--- src/rtl/btb_update_sched_if.sv ---
// btb_update_sched_if
//   Handshake/bus bundle between the EX stage, the pre-decoder, the BTB write
//   port and the update scheduler.
//   slave  : scheduler side (consumes EX/pre-decode requests, drives wr_*)
//   master : environment side (EX, pre-decoder, table storage, flush source)
//   Signals:
//     ex_*       EX branch resolution (valid, pc, target, taken, fail flags)
//     pd_*       pre-decode correction (valid, pc, btype) and pd_ready back
//     flush_req  whole-table invalidate pulse; clear_busy while clearing
//     tbl_ready  table write port free; wr_* write request fields
//     ex_drop    EX update discarded this cycle
interface btb_update_sched_if #(
    parameter int PC_INDEX_WIDTH = 6,
    parameter int TAG_WIDTH      = 8
);
    logic                      ex_valid;
    logic [31:0]               ex_pc;
    logic [31:0]               ex_tpc;
    logic                      ex_taken;
    logic                      ex_dir_fail;
    logic                      ex_add_fail;
    logic                      pd_valid;
    logic [31:0]               pd_pc;
    logic [1:0]                pd_btype;
    logic                      pd_ready;
    logic                      flush_req;
    logic                      clear_busy;
    logic                      tbl_ready;
    logic                      wr_en;
    logic [PC_INDEX_WIDTH-1:0] wr_index;
    logic [TAG_WIDTH-1:0]      wr_tag;
    logic [29:0]               wr_target;
    logic                      wr_taken;
    logic [1:0]                wr_btype;
    logic                      wr_valid;
    logic                      wr_src;
    logic                      ex_drop;

    modport master (
        output ex_valid, ex_pc, ex_tpc, ex_taken, ex_dir_fail, ex_add_fail,
        output pd_valid, pd_pc, pd_btype, flush_req, tbl_ready,
        input  pd_ready, clear_busy, wr_en, wr_index, wr_tag, wr_target,
        input  wr_taken, wr_btype, wr_valid, wr_src, ex_drop
    );

    modport slave (
        input  ex_valid, ex_pc, ex_tpc, ex_taken, ex_dir_fail, ex_add_fail,
        input  pd_valid, pd_pc, pd_btype, flush_req, tbl_ready,
        output pd_ready, clear_busy, wr_en, wr_index, wr_tag, wr_target,
        output wr_taken, wr_btype, wr_valid, wr_src, ex_drop
    );
endinterface

--- src/rtl/btb_update_sched.sv ---
// btb_update_sched
//   Schedules BTB table writes onto the single write port: EX misprediction
//   updates (coalescing FIFO), pre-decode corrections (one holding register,
//   starvation-protected), and a full-table clear after reset or flush.
//   Ports:
//     clk   clock
//     rstn  synchronous active-low reset
//     bus   btb_update_sched_if.slave (EX / pre-decode / write-port bundle)
//   Optional feature macro BTB_UPD_STAT_EN adds:
//     stat_wr_cnt[31:0]    saturating count of table transfers while running
//     stat_drop_cnt[31:0]  saturating count of ex_drop cycles
module btb_update_sched #(
    parameter int PC_INDEX_WIDTH = 6,
    parameter int TAG_WIDTH      = 8,
    parameter int FIFO_DEPTH     = 4,
    parameter int STARVE_LIMIT   = 3
) (
    input  logic                clk,
    input  logic                rstn,
    btb_update_sched_if.slave   bus
`ifdef BTB_UPD_STAT_EN
    ,
    output logic [31:0]         stat_wr_cnt,
    output logic [31:0]         stat_drop_cnt
`endif
);
    localparam int IW = PC_INDEX_WIDTH;
    localparam int TW = TAG_WIDTH;
    localparam int PW = $clog2(FIFO_DEPTH);
    localparam int SW = $clog2(STARVE_LIMIT + 1);

    typedef enum logic {CLEAR, RUN} state_t;

    state_t          state, state_nxt;
    logic [IW-1:0]   clr_cnt, clr_cnt_nxt;

    // EX update FIFO
    logic [IW-1:0]   f_idx   [FIFO_DEPTH];
    logic [TW-1:0]   f_tag   [FIFO_DEPTH];
    logic [29:0]     f_tgt   [FIFO_DEPTH];
    logic            f_taken [FIFO_DEPTH];
    logic [PW-1:0]   rd_ptr, wr_ptr, newest;
    logic [PW:0]     count;

    // pre-decode holding register
    logic            pd_full;
    logic [IW-1:0]   pd_idx;
    logic [TW-1:0]   pd_tag;
    logic [1:0]      pd_btype_r;

    logic [SW-1:0]   starve_cnt;
    // Source presented while the port stalls; kept so wr_* cannot switch
    // source before the transfer completes.
    logic            lock_vld, lock_pd;

    logic            run, flush_run, ex_q, fifo_empty, fifo_full;
    logic            sel_pd, xfer, pop_ex, pop_pd, coalesce, push, pd_load;
    logic [IW-1:0]   ex_idx;
    logic [TW-1:0]   ex_tag;
    logic            unused_pc_bits;

    assign run        = (state == RUN);
    assign flush_run  = run && bus.flush_req;
    assign ex_idx     = bus.ex_pc[IW+2:3];
    assign ex_tag     = bus.ex_pc[IW+TW+2:IW+3];
    assign ex_q       = bus.ex_valid && (bus.ex_dir_fail || bus.ex_add_fail);
    assign fifo_empty = (count == '0);
    assign fifo_full  = (count == (PW+1)'(FIFO_DEPTH));
    assign newest     = wr_ptr - PW'(1);

    assign unused_pc_bits = ^{bus.ex_pc[31:IW+TW+3], bus.ex_pc[2:0],
                              bus.pd_pc[31:IW+TW+3], bus.pd_pc[2:0],
                              bus.ex_tpc[1:0]};

    always_comb begin
        if (lock_vld)
            sel_pd = lock_pd;
        else
            sel_pd = pd_full && (fifo_empty || starve_cnt == SW'(STARVE_LIMIT));
    end

    assign xfer    = bus.wr_en && bus.tbl_ready;
    assign pop_ex  = run && xfer && !sel_pd;
    assign pop_pd  = run && xfer && sel_pd;
    // Overwrite the newest entry unless it is the sole entry leaving now.
    assign coalesce = run && ex_q && !fifo_empty && (f_idx[newest] == ex_idx)
                      && !(pop_ex && count == (PW+1)'(1));
    assign push    = run && ex_q && !bus.flush_req && !coalesce
                     && (!fifo_full || pop_ex);
    assign pd_load = run && !bus.flush_req && bus.pd_valid && !pd_full;

    assign bus.ex_drop = ex_q && (!run || bus.flush_req
                                  || (!coalesce && fifo_full && !pop_ex));

    // state register
    always_ff @(posedge clk) begin
        if (!rstn) begin
            state   <= CLEAR;
            clr_cnt <= '0;
        end else begin
            state   <= state_nxt;
            clr_cnt <= clr_cnt_nxt;
        end
    end

    // next state
    always_comb begin
        state_nxt   = state;
        clr_cnt_nxt = clr_cnt;
        case (state)
            CLEAR: begin
                if (bus.flush_req) begin
                    clr_cnt_nxt = '0;
                end else if (xfer) begin
                    if (clr_cnt == '1) begin
                        state_nxt   = RUN;
                        clr_cnt_nxt = '0;
                    end else begin
                        clr_cnt_nxt = clr_cnt + IW'(1);
                    end
                end
            end
            RUN: begin
                if (bus.flush_req) begin
                    state_nxt   = CLEAR;
                    clr_cnt_nxt = '0;
                end
            end
            default: state_nxt = CLEAR;
        endcase
    end

    // write-port outputs
    always_comb begin
        bus.wr_en      = 1'b0;
        bus.wr_index   = '0;
        bus.wr_tag     = '0;
        bus.wr_target  = '0;
        bus.wr_taken   = 1'b0;
        bus.wr_btype   = 2'b00;
        bus.wr_valid   = 1'b0;
        bus.wr_src     = 1'b0;
        bus.clear_busy = 1'b0;
        bus.pd_ready   = 1'b0;
        case (state)
            CLEAR: begin
                bus.clear_busy = 1'b1;
                bus.wr_en      = rstn;
                bus.wr_index   = clr_cnt;
            end
            RUN: begin
                bus.pd_ready = !pd_full;
                if (sel_pd) begin
                    bus.wr_en    = rstn;
                    bus.wr_index = pd_idx;
                    bus.wr_tag   = pd_tag;
                    bus.wr_taken = pd_btype_r[0];
                    bus.wr_btype = pd_btype_r;
                    bus.wr_valid = (pd_btype_r != 2'b00);
                    bus.wr_src   = 1'b1;
                end else if (!fifo_empty) begin
                    bus.wr_en     = rstn;
                    bus.wr_index  = f_idx[rd_ptr];
                    bus.wr_tag    = f_tag[rd_ptr];
                    bus.wr_target = f_tgt[rd_ptr];
                    bus.wr_taken  = f_taken[rd_ptr];
                    bus.wr_btype  = 2'b10;
                    bus.wr_valid  = 1'b1;
                end
            end
            default: ;
        endcase
    end

    // queue / holding register control
    always_ff @(posedge clk) begin
        if (!rstn || flush_run) begin
            rd_ptr     <= '0;
            wr_ptr     <= '0;
            count      <= '0;
            pd_full    <= 1'b0;
            starve_cnt <= '0;
            lock_vld   <= 1'b0;
            lock_pd    <= 1'b0;
        end else if (run) begin
            if (push)
                wr_ptr <= wr_ptr + PW'(1);
            if (pop_ex)
                rd_ptr <= rd_ptr + PW'(1);
            count <= count + (PW+1)'(push) - (PW+1)'(pop_ex);
            if (pop_pd)
                pd_full <= 1'b0;
            else if (pd_load)
                pd_full <= 1'b1;
            if (pop_pd)
                starve_cnt <= '0;
            else if (pd_full && pop_ex && starve_cnt != SW'(STARVE_LIMIT))
                starve_cnt <= starve_cnt + SW'(1);
            lock_vld <= bus.wr_en && !bus.tbl_ready;
            lock_pd  <= sel_pd;
        end
    end

    // payload storage
    always_ff @(posedge clk) begin
        if (coalesce && !bus.flush_req) begin
            f_idx[newest]   <= ex_idx;
            f_tag[newest]   <= ex_tag;
            f_tgt[newest]   <= bus.ex_tpc[31:2];
            f_taken[newest] <= bus.ex_taken;
        end
        if (push) begin
            f_idx[wr_ptr]   <= ex_idx;
            f_tag[wr_ptr]   <= ex_tag;
            f_tgt[wr_ptr]   <= bus.ex_tpc[31:2];
            f_taken[wr_ptr] <= bus.ex_taken;
        end
        if (pd_load) begin
            pd_idx     <= bus.pd_pc[IW+2:3];
            pd_tag     <= bus.pd_pc[IW+TW+2:IW+3];
            pd_btype_r <= bus.pd_btype;
        end
    end

`ifdef BTB_UPD_STAT_EN
    always_ff @(posedge clk) begin
        if (!rstn) begin
            stat_wr_cnt   <= '0;
            stat_drop_cnt <= '0;
        end else begin
            if (run && xfer && stat_wr_cnt != '1)
                stat_wr_cnt <= stat_wr_cnt + 32'd1;
            if (bus.ex_drop && stat_drop_cnt != '1)
                stat_drop_cnt <= stat_drop_cnt + 32'd1;
        end
    end
`endif

endmodule

--- src/flat_wrapper.sv ---
// flat-port wrapper written by rule: the top's interface ports become plain ports
module btb_update_sched_flat 
#(
    parameter int PC_INDEX_WIDTH = 6,
    parameter int TAG_WIDTH      = 8,
    parameter int FIFO_DEPTH     = 4,
    parameter int STARVE_LIMIT   = 3
)
  (clk, rstn, bus_ex_valid, bus_ex_pc, bus_ex_tpc, bus_ex_taken, bus_ex_dir_fail, bus_ex_add_fail, bus_pd_valid, bus_pd_pc, bus_pd_btype, bus_flush_req, bus_tbl_ready, bus_pd_ready, bus_clear_busy, bus_wr_en, bus_wr_index, bus_wr_tag, bus_wr_target, bus_wr_taken, bus_wr_btype, bus_wr_valid, bus_wr_src, bus_ex_drop);
  btb_update_sched_if #(.PC_INDEX_WIDTH(PC_INDEX_WIDTH), .TAG_WIDTH(TAG_WIDTH)) bus_i ();
  input  logic clk;
  input  logic rstn;
  input wire logic [$bits(bus_i.ex_valid)-1:0] bus_ex_valid;
  input wire logic [$bits(bus_i.ex_pc)-1:0] bus_ex_pc;
  input wire logic [$bits(bus_i.ex_tpc)-1:0] bus_ex_tpc;
  input wire logic [$bits(bus_i.ex_taken)-1:0] bus_ex_taken;
  input wire logic [$bits(bus_i.ex_dir_fail)-1:0] bus_ex_dir_fail;
  input wire logic [$bits(bus_i.ex_add_fail)-1:0] bus_ex_add_fail;
  input wire logic [$bits(bus_i.pd_valid)-1:0] bus_pd_valid;
  input wire logic [$bits(bus_i.pd_pc)-1:0] bus_pd_pc;
  input wire logic [$bits(bus_i.pd_btype)-1:0] bus_pd_btype;
  input wire logic [$bits(bus_i.flush_req)-1:0] bus_flush_req;
  input wire logic [$bits(bus_i.tbl_ready)-1:0] bus_tbl_ready;
  output wire logic [$bits(bus_i.pd_ready)-1:0] bus_pd_ready;
  output wire logic [$bits(bus_i.clear_busy)-1:0] bus_clear_busy;
  output wire logic [$bits(bus_i.wr_en)-1:0] bus_wr_en;
  output wire logic [$bits(bus_i.wr_index)-1:0] bus_wr_index;
  output wire logic [$bits(bus_i.wr_tag)-1:0] bus_wr_tag;
  output wire logic [$bits(bus_i.wr_target)-1:0] bus_wr_target;
  output wire logic [$bits(bus_i.wr_taken)-1:0] bus_wr_taken;
  output wire logic [$bits(bus_i.wr_btype)-1:0] bus_wr_btype;
  output wire logic [$bits(bus_i.wr_valid)-1:0] bus_wr_valid;
  output wire logic [$bits(bus_i.wr_src)-1:0] bus_wr_src;
  output wire logic [$bits(bus_i.ex_drop)-1:0] bus_ex_drop;
  assign bus_i.ex_valid = bus_ex_valid;
  assign bus_i.ex_pc = bus_ex_pc;
  assign bus_i.ex_tpc = bus_ex_tpc;
  assign bus_i.ex_taken = bus_ex_taken;
  assign bus_i.ex_dir_fail = bus_ex_dir_fail;
  assign bus_i.ex_add_fail = bus_ex_add_fail;
  assign bus_i.pd_valid = bus_pd_valid;
  assign bus_i.pd_pc = bus_pd_pc;
  assign bus_i.pd_btype = bus_pd_btype;
  assign bus_i.flush_req = bus_flush_req;
  assign bus_i.tbl_ready = bus_tbl_ready;
  assign bus_pd_ready = bus_i.pd_ready;
  assign bus_clear_busy = bus_i.clear_busy;
  assign bus_wr_en = bus_i.wr_en;
  assign bus_wr_index = bus_i.wr_index;
  assign bus_wr_tag = bus_i.wr_tag;
  assign bus_wr_target = bus_i.wr_target;
  assign bus_wr_taken = bus_i.wr_taken;
  assign bus_wr_btype = bus_i.wr_btype;
  assign bus_wr_valid = bus_i.wr_valid;
  assign bus_wr_src = bus_i.wr_src;
  assign bus_ex_drop = bus_i.ex_drop;
  btb_update_sched #(.PC_INDEX_WIDTH(PC_INDEX_WIDTH), .TAG_WIDTH(TAG_WIDTH), .FIFO_DEPTH(FIFO_DEPTH), .STARVE_LIMIT(STARVE_LIMIT)) u_core (.clk(clk), .rstn(rstn), .bus(bus_i));
endmodule
--- config.mk ---
export PLATFORM = sky130hd
export DESIGN_NAME = btb_update_sched_flat
export DESIGN_NICKNAME = d
export VERILOG_FILES = /design/src/rtl/btb_update_sched_if.sv /design/src/rtl/btb_update_sched.sv /design/src/flat_wrapper.sv
export SDC_FILE = /design/constraint.sdc
export NUM_CORES = 1
export LEC_CHECK = 0
export CAP_MARGIN = 20
export CORE_ASPECT_RATIO = 0.8
export CORE_MARGIN = 5
export CORE_UTILIZATION = 47
export DETAILED_ROUTE_END_ITERATION = 16
export PLACE_DENSITY = 0.76
export SETUP_SLACK_MARGIN = 0.2
export SLEW_MARGIN = 20
export SYNTH_ARGS = -nofsm -noshare
export SYNTH_HDL_FRONTEND = slang
export SYNTH_SLANG_ARGS = --single-unit
export TNS_END_PERCENT = 1
--- constraint.sdc ---
create_clock -name clk -period 5.3 [get_ports clk]
set_input_delay 1.06 -clock clk [delete_from_list [all_inputs] [get_ports clk]]
set_output_delay 1.06 -clock clk [all_outputs]
set_load 0.005 [all_outputs]
; ---- Word level (Yosys, flattened, before mapping)
; Memory sizes are Yosys's and may differ from the RTL's. A register that Yosys moved wholly into a read port is not among the register bits.
; Cells that the tools add are included.
[totals]
reg_bits = 35
mem_bits_rw = 180
inputBits = 107
out_inout_bits = 53
word_cells = 151
mem_count = 4
[op_classes]
add_sub_neg = 7
eq_ne = 8
n_mux = 64
bitwise = 1
reduce_logical = 55
[mem_list]
columns = memory, depth, width, rd, rd_ports_with_merged_regs, write_ports, line_no
row1 = u_core.f_tgt, 4, 30, 1, 1, 1, btb_update_sched.sv:40  ; logic [29:0] f_tgt [FIFO_DEPTH];
row2 = u_core.f_tag, 4, 8, 1, 1, 1, btb_update_sched.sv:39  ; logic [TW-1:0] f_tag [FIFO_DEPTH];
row3 = u_core.f_idx, 4, 6, 2, 1, 1, btb_update_sched.sv:38  ; logic [IW-1:0] f_idx [FIFO_DEPTH];
row4 = u_core.f_taken, 4, 1, 1, 1, 1, btb_update_sched.sv:41  ; logic f_taken [FIFO_DEPTH];
[op_table]
columns = op, count
row1 = $mux 30, 4
row2 = $mux 6, 7
row3 = $mux 2, 17
row4 = $mux 8, 4
row5 = $reduce_or 30->1, 1
row6 = $mux 1, 28
row7 = $logic_and 1x1->1, 25
row8 = $pmux 6 s2, 2
row9 = $logic_not 1->1, 11
row10 = $reduce_and 2->1, 5
row11 = $reduce_or 8->1, 1
row12 = $add 2x1->2 const B, 3
row13 = $add 6x1->6 const B, 1
row14 = $eq 6x6->1, 1
row15 = $eq 6x6->1 const B, 1
row16 = $logic_or 1x1->1, 6
row17 = $reduce_bool 2->1, 3
row18 = $reduce_or 6->1, 1
row19 = $ne 2x2->1 const B, 2
row20 = $pmux 1 s2, 2
row21 = $add 3x1->3, 1
row22 = $eq 3x1->1 const B, 1
row23 = $eq 3x3->1 const B, 1
row24 = $logic_not 3->1, 1
row25 = 6 further kinds, 6

; ---- Depth between registers and ports, before layout
[depth]
ltp_word = 19
depth_mapped = 12
mapped_depth_nobuf = 12

; ---- Least setup slack after synthesis
; Ideal clock, no wire load.
[synth_path]
path_type = input port to flip-flop
start = in bus_ex_add_fail
end = mem u_core.f_idx[3][0] (netlist bit), enable pin
setup_ps = 510
arrival_ps = 4978
required_ps = 4790
setup_slack_ps = -187
path_stages = 5
path_buffers = 0
path_cell_list = o21ai_0 > nor3_1 > o311a_1 > o211ai_1 > o21ai_0
[synth_via]
elab_chain_len = 13
elab_cells_between_ends = 18
cone_classes = mux: 6 / reduce/logical: 12
[synth_rtl]
columns = element, line_no
row1 = from (decl), flat_wrapper.sv:18  ; input wire logic [$bits(bus_i.ex_add_fail)-1:0] bus_ex_add_fail;
row2 = $logic_or 1x1->1 (*), btb_update_sched.sv:66  ; assign ex_q = bus.ex_valid && (bus.ex_dir_fail || bus.ex_add_fail);
row3 = $logic_and 1x1->1 (*), btb_update_sched.sv:66
row4 = $logic_and 1x1->1 (*), "btb_update_sched.sv:86, btb_update_sched.sv:88"
row5 = $logic_and 1x1->1 (2 in a row), btb_update_sched.sv:86  ; assign coalesce = run && ex_q && !fifo_empty && (f_idx[newest] == ex_idx)
row6 = $logic_and 1x1->1, btb_update_sched.sv:87  ; && !(pop_ex && count == (PW+1)'(1));
row7 = $logic_not 1->1, btb_update_sched.sv:88  ; assign push = run && ex_q && !bus.flush_req && !coalesce
row8 = $logic_and 1x1->1, btb_update_sched.sv:88
row9 = $logic_and 1x1->1, btb_update_sched.sv:89  ; && (!fifo_full || pop_ex);
row10 = $mux 1, btb_update_sched.sv:212  ; if (push) begin
row11 = $mux 1 (implied by the code), btb_update_sched.sv:213  ; f_idx[wr_ptr] <= ex_idx;
row12 = $reduce_or 6->1 (no source line), -
row13 = $mux 2 (no source line) or $mux 1 (tied branches), -
row14 = to (decl), btb_update_sched.sv:38
; Mark *: on every way between the ends. The rest lies on a longest branch, timed or not.

; ---- Worst setup path in the final report
[layout_path]
start = reg u_core.wr_ptr[1]
end = out bus_ex_drop
[layout_via]
elab_chain_len = 10
[layout_rtl]
columns = element, line_no
row1 = from (decl), btb_update_sched.sv:42  ; logic [PW-1:0] rd_ptr, wr_ptr, newest;
row2 = from (signal assigned), btb_update_sched.sv:187  ; wr_ptr <= wr_ptr + PW'(1);
row3 = $sub 2x1->2, btb_update_sched.sv:69  ; assign newest = wr_ptr - PW'(1);
row4 = $mem_v2 4x6, -
row5 = $eq 6x6->1, btb_update_sched.sv:86
row6 = $logic_and 1x1->1, btb_update_sched.sv:86
row7 = $logic_and 1x1->1, btb_update_sched.sv:87
row8 = $logic_not 1->1, btb_update_sched.sv:93  ; || (!coalesce && fifo_full && !pop_ex));
row9 = $logic_and 1x1->1 (2 in a row), btb_update_sched.sv:93
row10 = $logic_or 1x1->1, btb_update_sched.sv:93
row11 = $logic_and 1x1->1, btb_update_sched.sv:92  ; assign bus.ex_drop = ex_q && (!run || bus.flush_req
row12 = to (decl), flat_wrapper.sv:34  ; output wire logic [$bits(bus_i.ex_drop)-1:0] bus_ex_drop;
; Every way passes these cells.

==> reports/metrics.cfg <==
[logic_synthesis]
yosysSeqAreaShare_pct = 71.7
synth.avg_cell_area_um2 = 18.0
ys_async_sr_fraction_pct = 0
syn_inst = 489
synth_enable_flop_cells = 196
synthFlopType = sky130_fd_sc_hd__edfxtp_1
number_of_storage_elements_in_the_synthesis_netlist = 217
yosys_warnings = 0
synthesis.area_um2 = 8790
synthDistinctLibCells = 52
post_synthesis_net_count = 601

[outcome]
result_of_the_run = complete, no violations

[placed_design]
dp_worst_setup_slack_ns = 1.03
port_buffers = 121
dp.final_hpwl_um = 11500
post-place-cells = 849
placed_area_um2 = 10400
routabilityCongestion = 0.884

[timing]
tightestPinTransition_ns = 0.940
setup_tns_ns = 0
maxSlewViolCount = 0
fmax_mhz = 230
min_period_ns = 4.35
timing_hold_violations_final = 0
relSlewSlack_pct = 37.3
timing.final.crit_share_pct = 82.1
hold_ws_ns = 0.505
finalClockSkew_ns = 0.0185
setup_viol = 0
setup_ws_ns = 0.949
rsz_0062_raised_after_global_routing = false

[detailed_routing]
via_count = 4866
routedWlPerCell_um = 20.4
antenna_violating_nets_post_route = 0
detail_route.first_pass.iterations = 5
detail_route.iter0.violations = 443
viasPerCell = 5.47
post-route-drc-count = 0
routed_wirelength_um = 18100

[critical_path]
timing.critical_path.slowest_stage_cell = sky130_fd_sc_hd__dfxtp_1
kind_of_start_point_of_the_critical_path = register
rr_endpoint = u_core.f_tgt[1][23]
critical_path_cell_count = 7
number_of_buffers_and_inverters_on_the_critical_path = 1
crit_chain = mux4_1 > xor2_1 > nor3_4 > o2111ai_1 > a41oi_1 > nor2_1 > clkdlybuf4s50_1
critPathMaxStageDelay_ns = 0.71
crit_required_ns = 4.24
r2r-start = u_core.wr_ptr[1]
crit_family = flip-flops
maximum_fanout_count_along_the_critical_path = 13
worstSetupEndpointType = primary output
reg2reg_setup_slack_ns = 1.90
critPathKind = reg -> out
timing.reg2reg.worst_path_depth = 7
arrival_ns = 3.29

[layout]
final_cell_mix = 196 x sky130_fd_sc_hd__edfxtp_1, 121 x sky130_fd_sc_hd__clkdlybuf4s50_1, 46 x sky130_fd_sc_hd__mux4_2, 31 x sky130_fd_sc_hd__and2_1, 31 x sky130_fd_sc_hd__nor2_1
final_nets = 732
n_antenna_cell = 0
syn_to_final_growth_pct = 25.6
final_design_area_no_fill_um2 = 11000
final_common_cell = sky130_fd_sc_hd__edfxtp_1
layout.core_utilization_pct = 60.4
post_layout_nonfiller_instances = 889
layout-drive-gt1-share_pct = 16.4

[clocking]
cts_root_buffer = sky130_fd_sc_hd__clkbuf_16
postCtsSetupRepairBufs = 0
clock_tree_from_tritoncts = yes
ctsHoldBuffers = 0
worst_skew_pair.late_latency_ns = 0.51
path_clk_slew_ns = 0.06
post_cts.resized_instances = 0
cts_made_buffers = 22
number_of_buffers_between_clock_root_and_the_deepest_sink = 3
cts_sinks = 217
htreeDepth = 1

[worst_hold_path]
min_path_type = reg -> reg
worstHoldStart = u_core.starve_cnt[1]
endpoint_of_the_worst_hold_path = u_core.starve_cnt[1]
worstHoldPathCells = 2

[pwr]
post-layout-total-power_mw = 3.38
powerDensity_nw_per_um2 = 307
static-leakage-power_nw = 3.52
vdd.ir_drop.worst_mv = 0.213

[global_routing]
via_count_of_the_first_global_routing_pass = 5131
grt-ovfl-total = 0
global_route.usage.total_pct = 16.6
antenna_found_initial = 0
wire_length_of_the_first_global_routing_pass_um = 28200
grt_start_max_net_pins = 46

[die]
core.rowCount = 44
initial_core_util_pct = 48.1
floorplan.core_area_um2 = 18300
dieWidth_um = 163
io_pins = 160
die_height_um = 132
die_area_um2 = 21600

[flow_run]
timing.max_cap.violations = 0

## power breakdown
part	internal (mW)	switching (mW)	total (mW)
registers	1.86	0.000371	1.86
logic	0.0504	0.0308	0.0811
clock network	0.819	0.622	1.44
total	2.73	0.653	3.38
## area by class of cell
cell class / instances / area [um^2]
fill: 1351 / 7240
sequential: 217 / 6310
multi-input combinational: 242 / 2400
timing repair buffer: 130 / 1300
clock buffer: 26 / 566
tap: 253 / 317
clock inverter: 14 / 118
inverter: 7 / 26.3
## worst max-delay path by stage
| stage | from | endpoint | slack [ns] |
|---|---|---|---|
| final | u_core.wr_ptr[1] | bus_ex_drop | 0.95 |
| after global routing | bus_ex_pc[6] | bus_ex_drop | 0.81 |
| after CTS | u_core.wr_ptr[1] | bus_ex_drop | 0.92 |
| after detailed placement | bus_ex_pc[6] | bus_ex_drop | 1.03 |
| after global placement | bus_ex_pc[6] | bus_ex_drop | 1.06 |
| after floorplan | bus_ex_add_fail | u_core.f_idx[3][0] | -0.19 |
## kinds of logic (layout without fill, tap and decap cells)
family,after synthesis,count (layout),share of synthesized area (%)
compound gates,46,46,3.84
xor+xnor,14,14,1.39
fa+ha+maj,5,5,0.797
buf+inv,30,177,1.54
flops,217,217,71.7
mux,56,56,13.5
simple gates,121,121,7.26
## Yosys cell counts (2+ instances only)
| master | count | share of area [%] |
|---|---|---|
| sky130_fd_sc_hd__a21oi_1 | 8 | 0.46 |
| sky130_fd_sc_hd__a22o_1 | 8 | 0.80 |
| sky130_fd_sc_hd__a31oi_1 | 6 | 0.43 |
| sky130_fd_sc_hd__a41oi_1 | 2 | 0.20 |
| sky130_fd_sc_hd__and2_1 | 31 | 2.2 |
| sky130_fd_sc_hd__and3_1 | 6 | 0.43 |
| sky130_fd_sc_hd__buf_1 | 3 | 0.13 |
| sky130_fd_sc_hd__buf_2 | 5 | 0.28 |
| sky130_fd_sc_hd__buf_6 | 2 | 0.26 |
| sky130_fd_sc_hd__clkbuf_1 | 12 | 0.51 |
| sky130_fd_sc_hd__dfxtp_1 | 21 | 4.8 |
| sky130_fd_sc_hd__edfxtp_1 | 196 | 67 |
| sky130_fd_sc_hd__ha_1 | 4 | 0.57 |
| sky130_fd_sc_hd__inv_1 | 7 | 0.30 |
| sky130_fd_sc_hd__mux2i_1 | 7 | 0.80 |
| sky130_fd_sc_hd__mux4_1 | 3 | 0.90 |
| sky130_fd_sc_hd__mux4_2 | 46 | 12 |
| sky130_fd_sc_hd__nand2_1 | 19 | 0.81 |
| sky130_fd_sc_hd__nand2b_1 | 3 | 0.21 |
| sky130_fd_sc_hd__nand3_1 | 9 | 0.51 |
| sky130_fd_sc_hd__nand3b_1 | 3 | 0.26 |
| sky130_fd_sc_hd__nor2_1 | 32 | 1.4 |
| sky130_fd_sc_hd__nor2b_1 | 3 | 0.21 |
| sky130_fd_sc_hd__nor3_1 | 6 | 0.34 |
| sky130_fd_sc_hd__o21ai_0 | 7 | 0.40 |
| sky130_fd_sc_hd__o311a_1 | 2 | 0.23 |
| sky130_fd_sc_hd__xnor2_1 | 4 | 0.40 |
| sky130_fd_sc_hd__xor2_1 | 10 | 1.0 |
## flip-flops by register name, indices dropped and copies added, names as in the netlist, named ones only
name / cells
u_core.pd_full: 1
u_core.starve_cnt: 2
u_core.f_tgt: 120
u_core.f_taken: 4
u_core.pd_tag: 8
u_core.f_tag: 32
u_core.clr_cnt: 6
u_core.wr_ptr: 2
u_core.count: 3
u_core.rd_ptr: 2
u_core.run: 1
u_core.pd_idx: 6
u_core.pd_btype_r: 2
u_core.lock_pd: 1
u_core.lock_vld: 1
u_core.f_idx: 24
## worst reg2reg max path, cell delays in order, from the launching register on
cell and delay, ns:
sky130_fd_sc_hd__dfxtp_1 0.71, sky130_fd_sc_hd__mux4_1 0.66, sky130_fd_sc_hd__xor2_1 0.25, sky130_fd_sc_hd__nor3_4 0.09, sky130_fd_sc_hd__o211ai_1 0.33, sky130_fd_sc_hd__nand3b_1 0.26
sky130_fd_sc_hd__o21ai_4 0.11, sky130_fd_sc_hd__buf_4 0.58
## layer usage
layer	wire length (um)	up-vias	GRT usage (%)	share of wire, %
li1	-	2216	-	-
met1	7990	2459	22.7	44
met2	8590	161	27.1	47
met3	1240	30	4.35	6.8
met4	297	0	3.59	1.6
met5	0	-	0	0
(Power assumes the default switching activity.)
